--- src/rtl/poly_collector.sv ---
// poly_collector: gathers N-coefficient frames from a multiplier stream into
// two ping-pong banks and presents whole polynomials with a valid/ready handshake.
// Ports: clk, s_rst_n (sync, active low); z_vld/z/z_last input beats (never stalled),
// z_rdy advisory free-bank flag; poly_vld/poly_rdy/poly parallel output
// (coefficient i at poly[i*QW +: QW]); len_err/ovf_err one-cycle error pulses.
// Build option: define POLY_COLLECTOR_LEN_CHECK_EN to discard short/long frames.
module poly_collector #(
    parameter int N  = 4,
    parameter int QW = 5
) (
    input  logic            clk,
    input  logic            s_rst_n,
    input  logic            z_vld,
    output logic            z_rdy,
    input  logic [QW-1:0]   z,
    input  logic            z_last,
    output logic            poly_vld,
    input  logic            poly_rdy,
    output logic [N*QW-1:0] poly,
    output logic            len_err,
    output logic            ovf_err
);
    localparam int LW = $clog2(N);
    localparam logic [1:0] S_IDLE = 2'd0;
    localparam logic [1:0] S_RECV = 2'd1;
    localparam logic [1:0] S_DROP = 2'd2;
`ifdef POLY_COLLECTOR_LEN_CHECK_EN
    localparam bit CHK = 1'b1;
`else
    localparam bit CHK = 1'b0;
`endif

    logic [1:0]      st;
    logic [LW-1:0]   wr_idx;
    logic            wr_bank;
    logic            rd_bank;
    logic [1:0]      full_cnt;
    logic            bad;
    logic            rdy_en;
    logic [N*QW-1:0] bank [2];

    logic          ovf;
    logic          wr_en;
    logic [LW-1:0] widx;
    logic          commit;
    logic          short_f;
    logic          long_f;
    logic          pop;

    always_comb begin
        ovf     = z_vld && st == S_IDLE && full_cnt == 2'd2;
        wr_en   = z_vld && !ovf && st != S_DROP;
        // the first beat of a frame always lands in slot 0
        widx    = st == S_IDLE ? '0 : wr_idx;
        commit  = wr_en && z_last && (!CHK || (st == S_RECV && wr_idx == LW'(N - 1)));
        short_f = wr_en && z_last && !commit;
        long_f  = CHK && wr_en && !z_last && st == S_RECV && wr_idx == LW'(N - 1);
        pop     = poly_vld && poly_rdy;
    end

    assign poly     = bank[rd_bank];
    assign poly_vld = full_cnt != 2'd0;
    // rdy_en holds z_rdy low through reset and raises it the cycle after release
    assign z_rdy    = rdy_en && full_cnt < 2'd2;

    always_ff @(posedge clk) begin
        if (!s_rst_n) begin
            st       <= S_IDLE;
            wr_idx   <= '0;
            wr_bank  <= 1'b0;
            rd_bank  <= 1'b0;
            full_cnt <= 2'd0;
            bad      <= 1'b0;
            rdy_en   <= 1'b0;
            len_err  <= 1'b0;
            ovf_err  <= 1'b0;
            bank[0]  <= '0;
            bank[1]  <= '0;
        end else begin
            rdy_en   <= 1'b1;
            ovf_err  <= ovf;
            len_err  <= CHK && (short_f || (st == S_DROP && z_vld && z_last && bad));
            full_cnt <= full_cnt + {1'b0, commit} - {1'b0, pop};
            if (wr_en)
                bank[wr_bank][widx*QW +: QW] <= z;
            if (commit)
                wr_bank <= ~wr_bank;
            if (pop)
                rd_bank <= ~rd_bank;
            if (ovf) begin
                st  <= z_last ? S_IDLE : S_DROP;
                bad <= 1'b0;
            end else if (wr_en) begin
                if (z_last) begin
                    st     <= S_IDLE;
                    wr_idx <= '0;
                end else if (long_f) begin
                    st     <= S_DROP;
                    bad    <= 1'b1;
                    wr_idx <= '0;
                end else begin
                    // without length checking this wraps and overwrites earlier slots
                    st     <= S_RECV;
                    wr_idx <= widx + 1'b1;
                end
            end else if (st == S_DROP && z_vld && z_last) begin
                st  <= S_IDLE;
                bad <= 1'b0;
            end
        end
    end
endmodule

--- config.mk ---
export PLATFORM = sky130hd
export DESIGN_NAME = poly_collector
export DESIGN_NICKNAME = d
export VERILOG_FILES = /design/src/rtl/poly_collector.sv
export SDC_FILE = /design/constraint.sdc
export NUM_CORES = 1
export LEC_CHECK = 0
export CORE_MARGIN = 1
export CORE_UTILIZATION = 56
export DETAILED_ROUTE_END_ITERATION = 8
export DONT_BUFFER_PORTS = 1
export GPL_ROUTABILITY_DRIVEN = 0
export PLACE_DENSITY = 0.73
export SLEW_MARGIN = 20
export SYNTH_ARGS = -nofsm -noshare
export SYNTH_HDL_FRONTEND = slang
export SYNTH_SLANG_ARGS = --single-unit
--- constraint.sdc ---
create_clock -name clk -period 2.4 [get_ports clk]
set_clock_uncertainty 0.15 [all_clocks]
set_input_delay 0.24 -clock clk [delete_from_list [all_inputs] [get_ports clk]]
set_output_delay 0.24 -clock clk [all_outputs]
set_load 0.01 [all_outputs]
# [Word level (Yosys, flattened, before mapping)]
# Memories as Yosys holds them, arrays and structs flattened. A register that Yosys moved wholly into a read port is not among the register bits.
# Cells that the tools add are included.
[word_totals] n_memories=1 mem_bits_rw=40 reg_bits=10 word_cells=54 inputBits=10 out_inout_bits=24
[classes] eq_ne=3 n_mux=17 n_mul=1 add_sub_neg=4 n_reduce_logical=15 order_cmp=1 shift=2 bitwise=3
[mem_list] name="bank" words=2 width=20 rd=1 rd_clocked_by_memory_dff=1 write_ports=2 line="40" source="logic [N*QW-1:0] bank [2];"
[op_table] cell="two-way mux 20 bit" n=3
[op_table] cell="negator 5 -> 34 bit" n=1
[op_table] cell="variable shift 5 x 34 -> 20 bit, first input constant" n=1
[op_table] cell="variable part select 5 x 34 -> 20 bit" n=1
[op_table] cell="OR reduction 20 bit" n=1
[op_table] cell="two-way mux 2 bit" n=6
[op_table] cell="logical AND 1 bit" n=9
[op_table] cell="two-way mux 1 bit" n=8
[op_table] cell="multiplier 2 x 3 -> 5 bit, second input constant" n=1
[op_table] cell="== test 2 bit, second input constant" n=2
[op_table] cell="NOT 1 bit" n=3
[op_table] cell="nonzero test 3 bit" n=1
[op_table] cell="adder 2 x 1 -> 2 bit" n=1
[op_table] cell="adder 2 x 1 -> 2 bit, second input constant" n=1
[op_table] cell="logical NOT 2 bit" n=1
[op_table] cell="< comparator 2 bit, second input constant" n=1
[op_table] cell="!= test 2 bit, second input constant" n=1
[op_table] cell="AND reduction 2 bit" n=1
[op_table] cell="nonzero test 2 bit" n=1
[op_table] cell="subtractor 2 x 1 -> 2 bit" n=1
[op_table] cell="logical NOT 1 bit" n=1

# [Depth between registers and ports, before layout]
[logic_depth] word_depth=11 depth_mapped=9 depth_no_buf=8

# [Worst setup path before layout]
# Ideal clock, no wire load.
[synth_path] kind="reg-to-reg" startpoint="register st[0]" endpoint="memory bank[1][5] in the netlist's numbering (enable)" t_required_ns=1.876 stages_incl_launch_ff=6 synth_period_minus_slack_ns=2.009 setup_time_ns=0.374 path_slack_ns=0.391 path_buffers=1 t_arrival_ns=1.485 cell_sequence="dfxtp_1 -> buf_6 -> o21ai_0 -> ha_1 -> nand2_1 -> o21ai_0"
[synth_rtl] element="from (decl)" line="33" source="logic [1:0] st;"
[synth_rtl] element="from (signal assigned)" line="91" source="st <= z_last ? S_IDLE : S_DROP;"
[synth_rtl] element="to (decl)" line="40"

==> results.json <==
{
  "powerDensity_nw_per_um2": 831,
  "start_util_pct": 60.2,
  "die_width_um": 68.5,
  "maxSlewViolCount": 0,
  "ys_warn_count": 0,
  "diodes": 0,
  "cts_max_path_buffers": 2,
  "synth_edf_count": 40,
  "routed_via_density": 5.85,
  "cp_top_family": "simple AND/OR/NAND/NOR gates",
  "crit_type": "flip-flop to flip-flop",
  "p_leak_uw": 0.000979,
  "critPathBufInv": 0,
  "postSynthCellCount": 208,
  "outcome": "finished, final reports clean",
  "synthTopCellsByArea": "edfxtp_1 49%, mux2_2 9.1%, dfxtp_1 8.9%",
  "maxSlewHeadroom_pct": 55.0,
  "dp_hpwl_mm": 3.34,
  "power.switching_uw": 658,
  "power_uw": 2230,
  "ys.flop_type": "edfxtp_1",
  "ys_types": 38,
  "async_reset_ff_share_pct": 0,
  "drtIter0Drc": 153,
  "place_worst_setup_slack_ns": 0.267,
  "avgSynthCellArea_um2": 11.9,
  "ios": 34,
  "first_pass_iters": 4,
  "syn_nets": 225,
  "path_cells": "o21ai_0, ha_1, nand3b_1, nor3_1",
  "rows": 23,
  "r2r-start": "st[0]",
  "clock_latency_ns": 0.30,
  "grt_pass1_wl_mm": 7.48,
  "period_minus_slack_ns": 2.18,
  "yosysMostFrequentCell": "edfxtp_1",
  "synth_area_um2": 2480,
  "clkTransAtPathRegs_ns": 0.09,
  "power_frac_seq_pct": 49.4,
  "antenna_found_initial": 0,
  "antenna_left": 0,
  "max_freq_mhz": 459,
  "max-vdd-ir-drop_mv": 0.526,
  "timing.final.crit_share_pct": 90.7,
  "die-area_um2": 4690,
  "swShare_pct": 29.5,
  "rsz0062_at_grt": "false",
  "cap_violations": 0,
  "clock_power_share_pct": 26.2,
  "setup_ws_ns": 0.223,
  "layout-drive-gt1-share_pct": 20.5,
  "cpPeakStageDelay_ns": 0.52,
  "worstPathRequired_ns": 2.37,
  "min-delay-start": "z_last",
  "ys_ff_latch": 51,
  "tightest_slew_ns": 0.674,
  "htree_levels": 2,
  "slowest_stage": "dfxtp_1",
  "route.detailed.wl_per_inst_um": 18.3,
  "vias": 1573,
  "report.final.hold_viol_count": 0,
  "routed_wl_mm": 4.92,
  "grt_start_max_net_pins": 23,
  "syn_to_final_growth_pct": 8.54,
  "min_path_type": "primary input to flip-flop",
  "start_kind": "flip-flop",
  "synth_top_area_share_pct": 48.5,
  "core_area_um2": 4120,
  "die_h_um": 68.5,
  "cts_buffers": 5,
  "cp-startpoint": "st[0]",
  "port_buffers": 0,
  "nets": 235,
  "ys_seq_area_share_pct": 57.4,
  "synth_commonest_cells": "40 x edfxtp_1, 22 x nor2_1, 20 x mux2_2, 20 x nor3_1, 16 x nand2_1",
  "post-route-drc-count": 0,
  "p_int_uw": 1580,
  "cts_tree": "yes",
  "overflow": 0,
  "finalSetupViolCount": 0,
  "combPwrFrac_pct": 24.4,
  "n_fill_cell": 311,
  "critPathArrivalTime_ns": 2.15,
  "cts.sinks": 51,
  "cts_root_buf": "clkbuf_8",
  "yosysTopAreaCell": "edfxtp_1",
  "worst-path-max-fanout": 10,
  "grt_use_total_pct": 23.6,
  "grt_pass1_vias": 1456,
  "crit_path_end_kind": "flip-flop",
  "fin_tns_setup_ns": 0
}
[through the flow]
stage	area (µm²)	utilization (%)	hold WS [ns]	cells
floorplan	2480	-	0.118	208
global placement	2540	61.7	0.119	257
detailed placement	2540	61.7	0.119	257
CTS	2690	65.3	0.0115	269
global route	2690	65.3	0.0109	269
finish	2690	65.3	0.0179	269
[kinds of logic (layout without fill, tap and decap cells)]
kind of cell               Yosys count  after routing  synth area share [%]
buffers and inverters               14             25                  3.28
adders and majority gates            7              7                  3.54
DFF                                 51             51                  57.4
muxes                               22             22                  9.90
AOI/OAI and AO/OA                   17             17                  4.30
other                                1              1                 0.151
and+or+nand+nor                     93             93                  20.4
xor gates and xnor gates             3              3                  1.06
[layout by cell type, fill, tap and decap left out, types with 2 or more instances in the layout]
cell           netlist  final
edfxtp_1            40     40
ha_1                 7      7
and3_1               2      2
nor2b_1              3      3
buf_4                1      9
nand2b_1            11     11
nand2_1             16     16
nand4b_1             2      2
and2_1               2      2
o21ai_0             11     11
inv_1                4      4
clkbuf_8             0      5
dfxtp_1             11     11
xnor2_1              3      3
nand3b_1             4      4
mux2i_1              2      2
mux2_2              20     20
nor2_1              22     22
dlygate4sd3_1        0      4
a21oi_1              2      2
nor3_1              20     20
[power groups by stage]
| stage | combinational (µW) | clock [µW] | sequential [µW] |
|---|---|---|---|
| 2_1_floorplan | 471 | 0 | 1090 |
| 3_3_place_gp | 520 | 0 | 1120 |
| 3_5_place_dp | 533 | 0 | 1120 |
| 4_1_cts | 547 | 588 | 1100 |
| 5_1_grt | 589 | 622 | 1120 |
| 6_report | 544 | 585 | 1100 |
[state kept, by name, indices dropped and copies added, names as in the netlist, named ones only]
register	count
rd_bank	1
st	2
full_cnt	2
wr_bank	1
ovf_err	1
rdy_en	1
wr_idx	2
bank	40
[layout make-up]
cell class	count	area [µm²]	area share, %
sequential	51	1420	52.9
multi-input combinational	143	973	36.2
timing repair buffer	13	108	4.00
clock buffer	5	68.8	2.56
tap	50	62.6	2.33
clock inverter	3	38.8	1.44
inverter	4	15.0	0.559
[per-layer routing]
metal / up-vias / global-route usage, % / part of all wire (%)
met1: 743 / 28.3 / 40
met2: 54 / 38.1 / 48
li1: 763 / - / -
met4: 0 / 14.1 / 4.0
met5: - / 0 / 0
met3: 13 / 6.25 / 7.1
[timing repair]
action	CTS	global route
endpoints found under the hold margin	9	0
hold buffers	4	0
gates resized for setup	0	0
buffers inserted	0	0
[worst paths after layout]
path	slack, ns	cells past startpoint	end
setup / recovery	0.22	4	bank[1][12]
hold / removal	0.02	2	wr_bank
setup reg to reg	0.22	4	bank[1][12]
hold reg to reg	0.32	2	wr_idx[1]
(Power assumes the default switching activity.)
